[src/rtl/sar_sync_ctrl.sv]
// sar_sync_ctrl
// Synchronous SAR conversion controller. One state machine sequences the
// track phase, the DAC settle phase and the comparator strobe/decision phase
// for each bit, MSB first. It drives the differential cap DAC controls and
// publishes a registered result with a one-cycle valid pulse.
//
// Ports
//   clk         rising-edge clock for every register
//   rst_n       asynchronous active-low reset
//   start       request one conversion (looked at in IDLE only)
//   cont        continuous mode (looked at in DONE)
//   cmp_out     comparator decision, 1 means vp > vn
//   cmp_valid   comparator has finished evaluating
//   sample      high while the sample-and-hold tracks
//   cmp_strobe  one-cycle evaluate pulse, first cycle of each COMPARE visit
//   dac_data_h  DAC high-side controls (the p DAC takes h and l swapped)
//   dac_data_l  DAC low-side controls
//   adc_data    last result, MSB = bit ADC_BITS-1
//   data_valid  one-cycle pulse when adc_data updates
//   busy        high in every state except IDLE
//   meta_err    at least one bit of the last result was forced by timeout
module sar_sync_ctrl #(
    parameter int ADC_BITS    = 8,
    parameter int SAMPLE_CYC  = 4,
    parameter int SETTLE_CYC  = 2,
    parameter int TIMEOUT_CYC = 8
) (
    input  logic                clk,
    input  logic                rst_n,
    input  logic                start,
    input  logic                cont,
    input  logic                cmp_out,
    input  logic                cmp_valid,
    output logic                sample,
    output logic                cmp_strobe,
    output logic [ADC_BITS-2:0] dac_data_h,
    output logic [ADC_BITS-2:0] dac_data_l,
    output logic [ADC_BITS-1:0] adc_data,
    output logic                data_valid,
    output logic                busy,
    output logic                meta_err
);

    localparam int MAX_CYC_A = (SAMPLE_CYC > SETTLE_CYC) ? SAMPLE_CYC : SETTLE_CYC;
    localparam int MAX_CYC   = (MAX_CYC_A > TIMEOUT_CYC) ? MAX_CYC_A : TIMEOUT_CYC;
    localparam int CNT_W     = $clog2(MAX_CYC + 1);
    localparam int IDX_W     = $clog2(ADC_BITS);

    localparam logic [CNT_W-1:0] SAMPLE_LAST = CNT_W'(SAMPLE_CYC - 1);
    localparam logic [CNT_W-1:0] SETTLE_LAST = CNT_W'((SETTLE_CYC > 0) ? SETTLE_CYC - 1 : 0);
    localparam logic [CNT_W-1:0] TMO_LAST    = CNT_W'(TIMEOUT_CYC - 1);
    localparam logic [IDX_W-1:0] IDX_MSB     = IDX_W'(ADC_BITS - 1);
    localparam bit               NO_SETTLE   = (SETTLE_CYC == 0);

    typedef enum logic [2:0] {
        S_IDLE,
        S_SAMPLE,
        S_SETTLE,
        S_COMPARE,
        S_DONE
    } state_t;

    state_t              state;
    state_t              state_next;
    logic [CNT_W-1:0]    cnt;
    logic [IDX_W-1:0]    idx;
    logic [ADC_BITS-1:0] work;
    logic                tmo_flag;

    logic                decide;
    logic                dbit;
    logic                tmo_hit;
    logic                phase_change;

    // Next-state and per-cycle decision logic
    always_comb begin
        state_next = state;
        decide     = 1'b0;
        dbit       = 1'b0;
        tmo_hit    = 1'b0;
        case (state)
            S_IDLE: begin
                if (start) begin
                    state_next = S_SAMPLE;
                end
            end
            S_SAMPLE: begin
                if (cnt == SAMPLE_LAST) begin
                    state_next = NO_SETTLE ? S_COMPARE : S_SETTLE;
                end
            end
            S_SETTLE: begin
                if (cnt == SETTLE_LAST) begin
                    state_next = S_COMPARE;
                end
            end
            S_COMPARE: begin
                // A real decision on the last allowed cycle beats the timeout.
                if (cmp_valid) begin
                    decide = 1'b1;
                    dbit   = cmp_out;
                end else if (cnt == TMO_LAST) begin
                    decide  = 1'b1;
                    dbit    = 1'b1;
                    tmo_hit = 1'b1;
                end
                if (decide) begin
                    if (idx == '0) begin
                        state_next = S_DONE;
                    end else begin
                        state_next = NO_SETTLE ? S_COMPARE : S_SETTLE;
                    end
                end
            end
            S_DONE: begin
                state_next = cont ? S_SAMPLE : S_IDLE;
            end
            default: begin
                state_next = S_IDLE;
            end
        endcase
    end

    // A decision restarts the phase even when COMPARE follows COMPARE.
    assign phase_change = (state_next != state) || decide;

    // State, counters, datapath and registered outputs
    always_ff @(posedge clk or negedge rst_n) begin
        if (!rst_n) begin
            state      <= S_IDLE;
            cnt        <= '0;
            idx        <= IDX_MSB;
            work       <= '0;
            tmo_flag   <= 1'b0;
            sample     <= 1'b0;
            cmp_strobe <= 1'b0;
            dac_data_h <= '0;
            dac_data_l <= '0;
            adc_data   <= '0;
            data_valid <= 1'b0;
            busy       <= 1'b0;
            meta_err   <= 1'b0;
        end else begin
            state <= state_next;

            if (phase_change || (state == S_IDLE)) begin
                cnt <= '0;
            end else begin
                cnt <= cnt + 1'b1;
            end

            sample     <= (state_next == S_SAMPLE);
            busy       <= (state_next != S_IDLE);
            cmp_strobe <= (state_next == S_COMPARE) && phase_change;
            data_valid <= (state_next == S_DONE);

            if ((state_next == S_SAMPLE) && (state != S_SAMPLE)) begin
                // New conversion: DAC back to vcm, clear the working result.
                idx        <= IDX_MSB;
                work       <= '0;
                tmo_flag   <= 1'b0;
                dac_data_h <= '0;
                dac_data_l <= '0;
            end else if (decide) begin
                for (int b = 0; b < ADC_BITS; b++) begin
                    if (idx == IDX_W'(b)) begin
                        work[b] <= dbit;
                    end
                end
                // Bit i steers DAC element i-1; bit 0 drives nothing.
                for (int b = 0; b < ADC_BITS - 1; b++) begin
                    if (idx == IDX_W'(b + 1)) begin
                        dac_data_h[b] <= dbit;
                        dac_data_l[b] <= ~dbit;
                    end
                end
                tmo_flag <= tmo_flag | tmo_hit;
                if (idx != '0) begin
                    idx <= idx - 1'b1;
                end
            end

            if (decide && (idx == '0)) begin
                adc_data <= {work[ADC_BITS-1:1], dbit};
                meta_err <= tmo_flag | tmo_hit;
            end
        end
    end

endmodule

[config.mk]
export PLATFORM = sky130hd
export DESIGN_NAME = sar_sync_ctrl
export DESIGN_NICKNAME = d
export VERILOG_FILES = /design/src/rtl/sar_sync_ctrl.sv
export SDC_FILE = /design/constraint.sdc
export NUM_CORES = 1
export LEC_CHECK = 0
export CELL_PAD_IN_SITES_DETAIL_PLACEMENT = 1
export CELL_PAD_IN_SITES_GLOBAL_PLACEMENT = 1
export CORE_MARGIN = 4
export CORE_UTILIZATION = 40
export CTS_BUF_LIST = sky130_fd_sc_hd__clkbuf_8
export DETAILED_ROUTE_END_ITERATION = 7
export PLACE_DENSITY = 0.84
export SLEW_MARGIN = 5
export SYNTH_ARGS = -nofsm -noshare
export SYNTH_HDL_FRONTEND = slang
export SYNTH_SLANG_ARGS = --single-unit
[constraint.sdc]
create_clock -name clk -period 1.9 [get_ports clk]
set_input_delay 0.285 -clock clk [delete_from_list [all_inputs] [get_ports clk]]
set_output_delay 0.285 -clock clk [all_outputs]
set_load 0.02 [all_outputs]
[Yosys cells after proc, flatten, opt, wreduce, memory -nomap -nowiden]
Index checks and enable logic that the tools add are counted.
Word-level totals
  register bits: 45
  latch bits: 0
  bits in writable memories: 0
  ROM bits: 0
  bits of input ports: 6
  output and inout bits: 27
  logic and storage cells: 122
  memories: 0
Operators by class
  add/subtract/negate cells: 2
  $mul: 0
  div/mod/pow operators: 0
  $lt $le $gt $ge: 0
  equality and inequality tests: 19
  shifts and indexed selects: 0
  muxes and demuxes: 42
  bitwise logic cells: 2
  reduce and logical (&&, ||, !) cells: 26
Operator list (number)
  $mux W7: 4
  $mux W1: 26
  $mux W3: 8
  $eq A3 B3 Y1 const B: 6
  $reduce_bool A2 Y1: 9
  $mux W8: 2
  $reduce_and A2 Y1: 8
  $eq A3 B2 Y1 const B: 5
  $pmux W3 S5: 1
  $eq A3 B1 Y1 const B: 3
  $logic_not A3 Y1: 2
  $reduce_bool A3 Y1: 2
  $add A4 B1 Y4 const B: 1
  $eq A4 B1 Y1 const B: 1
  $eq A4 B2 Y1 const B: 1
  $eq A4 B3 Y1 const B: 1
  $mux W4: 1
  $logic_and A1 B1 Y1: 3
  $ne A3 B1 Y1 const B: 1
  $ne A3 B3 Y1: 1
  $sub A3 B1 Y3 const B: 1
  $logic_or A1 B1 Y1: 2
  $not A1 Y1: 1
  $or A1 B1 Y1: 1

[Logic depth before layout (Yosys ltp)]
  word-level depth: 10
  depth in mapped cells: 6
  gate-level depth less buffers: 5

[Worst setup path before layout]
OpenSTA, ideal clock, no wires.
  path type: reg-to-reg
  start: reg cnt[0]
  end: reg adc_data[0]
  library setup time: 0.125 ns
  arrival: 1.586 ns
  data required time: 1.775 ns
  slack: 0.189 ns
  stages on the path, launching flop included: 7
  period minus slack after synthesis: 1.711 ns
  path through: dfrtp_1 ha_1 and3b_1 buf_6 o211ai_4 buf_12 mux2_4
Between the ends
  word-level cells in the longest chain between the ends: 6
RTL lines
  from (decl): line 65  | logic [CNT_W-1:0] cnt;
  from (signal assigned): line 149  | cnt <= cnt + 1'b1;
  $eq A4 B3 Y1 (*): line 102  | end else if (cnt == TMO_LAST) begin
  $mux W1 (*): line 102
  $mux W1: line 99  | if (cmp_valid) begin
  $mux W1 (2 in a row): line 81  | case (state)
  $logic_and A1 B1 Y1: line 183  | if (decide && (idx == '0)) begin
  to (signal assigned): line 184  | adc_data <= {work[ADC_BITS-1:1], dbit};
  to (decl): line 38  | output logic [ADC_BITS-1:0] adc_data,
Mark *: on every way between the ends. The rest lies on a longest branch, timed or not. The select of a mux whose other input is x is not followed.
A chain may end at the register's enable or synchronous reset.

[Final worst setup path]
  start: reg idx[0]
  end: reg idx[0]
Between the ends
  word-level cells in the longest chain between the ends: 8
RTL lines
  from (decl): line 66  | logic [IDX_W-1:0] idx;
  from (signal assigned): line 179  | idx <= idx - 1'b1;
  $logic_not A3 Y1: line 108  | if (idx == '0) begin
  $mux W3: line 108
  $mux W3: line 107  | if (decide) begin
  $pmux W3 S5: line 81
  $eq A3 B1 Y1: line 157  | if ((state_next == S_SAMPLE) && (state != S_SAMPLE)) begin
  $logic_and A1 B1 Y1: line 157
  $reduce_bool A2 Y1 (no source line)
  $reduce_and A2 Y1 (no source line)
Several ways; a longest one is shown, not always the timed one. The select of a mux whose other input is x is not followed.

==> metrics.md <==
| Metric | Value |
|---|---|
| CTS Buffer Depth | 2 |
| Max Transition Viols Final | 0 |
| Worst-skew pair later-pin latency | 290 ps |
| Measured slew at the worst slew-check pin | 806 ps |
| Most common cell in the synthesized netlist | dfrtp_1 |
| Num CTS Buffers | 5 |
| Largest net degree at the start of global routing | 39 |
| Avg Inst Size Synth | 12.2 µm² |
| Logic gate share of total power | 0.454 |
| Ys flop type | dfrtp_1 |
| Overall power | 3.60 mW |
| Number of synthesized flops with an enable pin | 0 |
| Pre-CTS setup slack | 37.8 ps |
| Async SR Flop Fraction | 1.00 |
| Non-filler cells in the finished layout | 248 |
| Setup TNS | 0 ps |
| Max H-tree Level | 2 |
| Clk Tree Root Cell | clkbuf_8 |
| Vias in the first global route | 1569 |
| Initial antenna violation count | 0 |
| Tmin final | 1790 ps |
| DR vias | 1399 |
| Internal Pwr Total | 2.17 mW |
| Static leakage | 1.19 nW |
| Crit path from | idx[0] |
| Cell area after layout | 2400 µm² |
| PortBufs | 32 |
| Unique masters post-synth | 38 |
| Seq cells post-synth | 38 |
| First-pass GRT wire length | 8.22 mm |
| Mux share of post-synthesis cell area | 0.145 |
| P&R area growth vs syn | 25.6% |
| Residual DRC | 0 |
| Synth top cells by count | dfrtp_1 (35), o21ai_0 (16), mux2i_1 (15), inv_1 (11), o2111ai_1 (10) |
| Sequential fraction of the synthesis area | 0.500 |
| Status | complete, no violations |
| Setup Viol. Count Final | 0 |
| CTS tree | yes |
| Adder-cell share of the synthesized area | 0.0459 |
| Ranking of synthesized cells by area | dfrtp_1 (46%), mux2i_1 (7.9%), mux2_4 (5.5%) |
| Yosys warning total | 0 |
| Post-synthesis simple-gate area fraction | 0.0747 |
| Worst Path Arrival | 2010 ps |
| Placed wire-length estimate | 3.48 mm |
| Pwr/cell area | 1500 nW/µm² |
| Reg2Reg Depth | 5 |
| Layout cells sized above 1 | 0.189 |
| Wirelength per Cell | 19.6 µm |
| Psw | 1.43 mW |
| Seq pwr share | 0.388 |
| Xor/xnor share of the synthesized area | 0.0138 |
| Chip Height | 77.1 µm |
| Core area | 4470 µm² |
| Antenna-violating nets left | 0 |
| Hold Path Class | in -> async |
| Placed insts | 240 |
| 1st-pass router iterations | 4 |
| Switching share of power | 0.398 |
| CP startpoint kind | register |
| Clk sink count | 38 |
| Mapped Nets | 170 |
| Share of the synthesized area in the top cell type | 0.459 |
| Critical path endpoint category | register |
| CP Data Required Time | 2120 ps |
| Final Util | 0.536 |
| Clock Skews | 2.56 ps |
| FF-to-FF setup slack | 110 ps |
| Critical path type | reg -> reg |
| RD Place Congestion | 0.821 |
| RSZ-0062 raised after global routing | no |
| R2r startpoint | idx[0] |
| Ant. Diodes | 0 |
| # Max-Cap Violations | 0 |
| I/O pins | 33 |
| Critical Path Fanout Max | 5 |
| Synth Area in Compound Gates | 0.151 |
| Area post-placement | 2290 µm² |
| Routed WL | 4.85 mm |
| Iter 0 DRT Violations | 113 |
| Clock power share | 0.158 |
| Main combinational cell family by area after synthesis | compound AO/OA/AOI/OAI gates |
| Max Clk Rate | 0.560 GHz |
| Synth Instances | 157 |
| Mapped cell area | 1910 µm² |
| RR Endpoint | idx[0] |
| Starting Density | 0.427 |
| Final net count | 208 |
| Max_slew headroom | 0.463 |
| Cell taking the most area after synthesis | dfrtp_1 |
| Die area | 5940 µm² |
| Via density | 5.64 |
| Worst IR Drop VDD | 0.482 mV |
| Die X | 77.1 µm |
| Tcrit/Tclk final | 0.940 |
| Total GRT Usage | 0.176 |
| Final Hold Fails | 0 |
| Global route overflow | 0 |
| Row count | 24 |
| Hold slack | 71.1 ps |
| Final WS setup | 113 ps |
| CTS clk-pin slew, worst paths | 70 ps |
-- placed cells by master (no fill, tap or decap), types with 2 or more instances in the layout --
cell	count
dfrtp_1	35
clkdlybuf4s50_1	31
o21ai_0	16
mux2i_1	15
inv_1	12
buf_4	10
o2111ai_1	9
mux2_4	7
ha_1	7
clkbuf_8	6
a21oi_1	4
nand3_1	3
nand2_1	3
nor2_1	3
dfstp_2	3
nand2b_1	2
xor2_1	2
nand3b_1	2
a2111o_1	2
o211ai_1	2
mux2_2	2
-- flip-flops by register name (all words and copies together) (netlist names), 3 cells and up --
register,flops
dac_data_h,7
state,3
idx,3
dac_data_l,7
adc_data,8
cnt,4
-- cell families after synthesis --
logic type                 Yosys count
adders and majority gates            7
AOI/OAI and AO/OA                   40
and+or+nand+nor                     22
buffers and inverters               23
DFF                                 38
xor gates and xnor gates             3
muxes                               24
-- routing by layer --
layer	share of wire	GRT usage
met1	0.44	0.215
met5	0	0
met3	0.038	0.0445
met2	0.50	0.296
met4	0.018	0.0747
-- what timing repair did --
item	CTS	global route
buffers inserted	0	0
resized for setup	0	3
hold buffers	0	0
setup endpoints to repair	0	2
-- power by group through the flow --
| stage | combinational, mW | sequential [mW] | clock, mW |
|---|---|---|---|
| finish | 1.64 | 1.40 | 0.570 |
| global route | 1.76 | 1.45 | 0.608 |
| CTS | 1.64 | 1.39 | 0.584 |
| global placement | 1.52 | 1.37 | 0 |
| floorplan | 0.790 | 1.55 | 0 |
| detailed placement | 1.61 | 1.40 | 0 |
-- final cells by class --
type                    instances  area, µm²
repair buffers                 43        410
multi-input cells              96        836
flip-flops and latches         38        955
inverters                      11       41.3
fillers                       469       2080
clock buffers                   6       82.6
well taps                      52       65.1
clock inverters                 2       8.76
-- critical path: stages, from the launching register on --
cell and delay (ps):
dfstp_2 560, inv_1 110, ha_1 250, nor2b_4 160
a211oi_2 260, mux2_2 370
-- worst max-delay path by stage --
stage,cells after the start,endpoint,slack [ps]
6_report,5,idx[0],110
5_1_grt,5,idx[0],60
4_1_cts,5,idx[0],10
3_5_place_dp,5,idx[0],40
3_3_place_gp,5,idx[0],160
2_1_floorplan,6,adc_data[0],190
(Power assumes the default switching activity.)
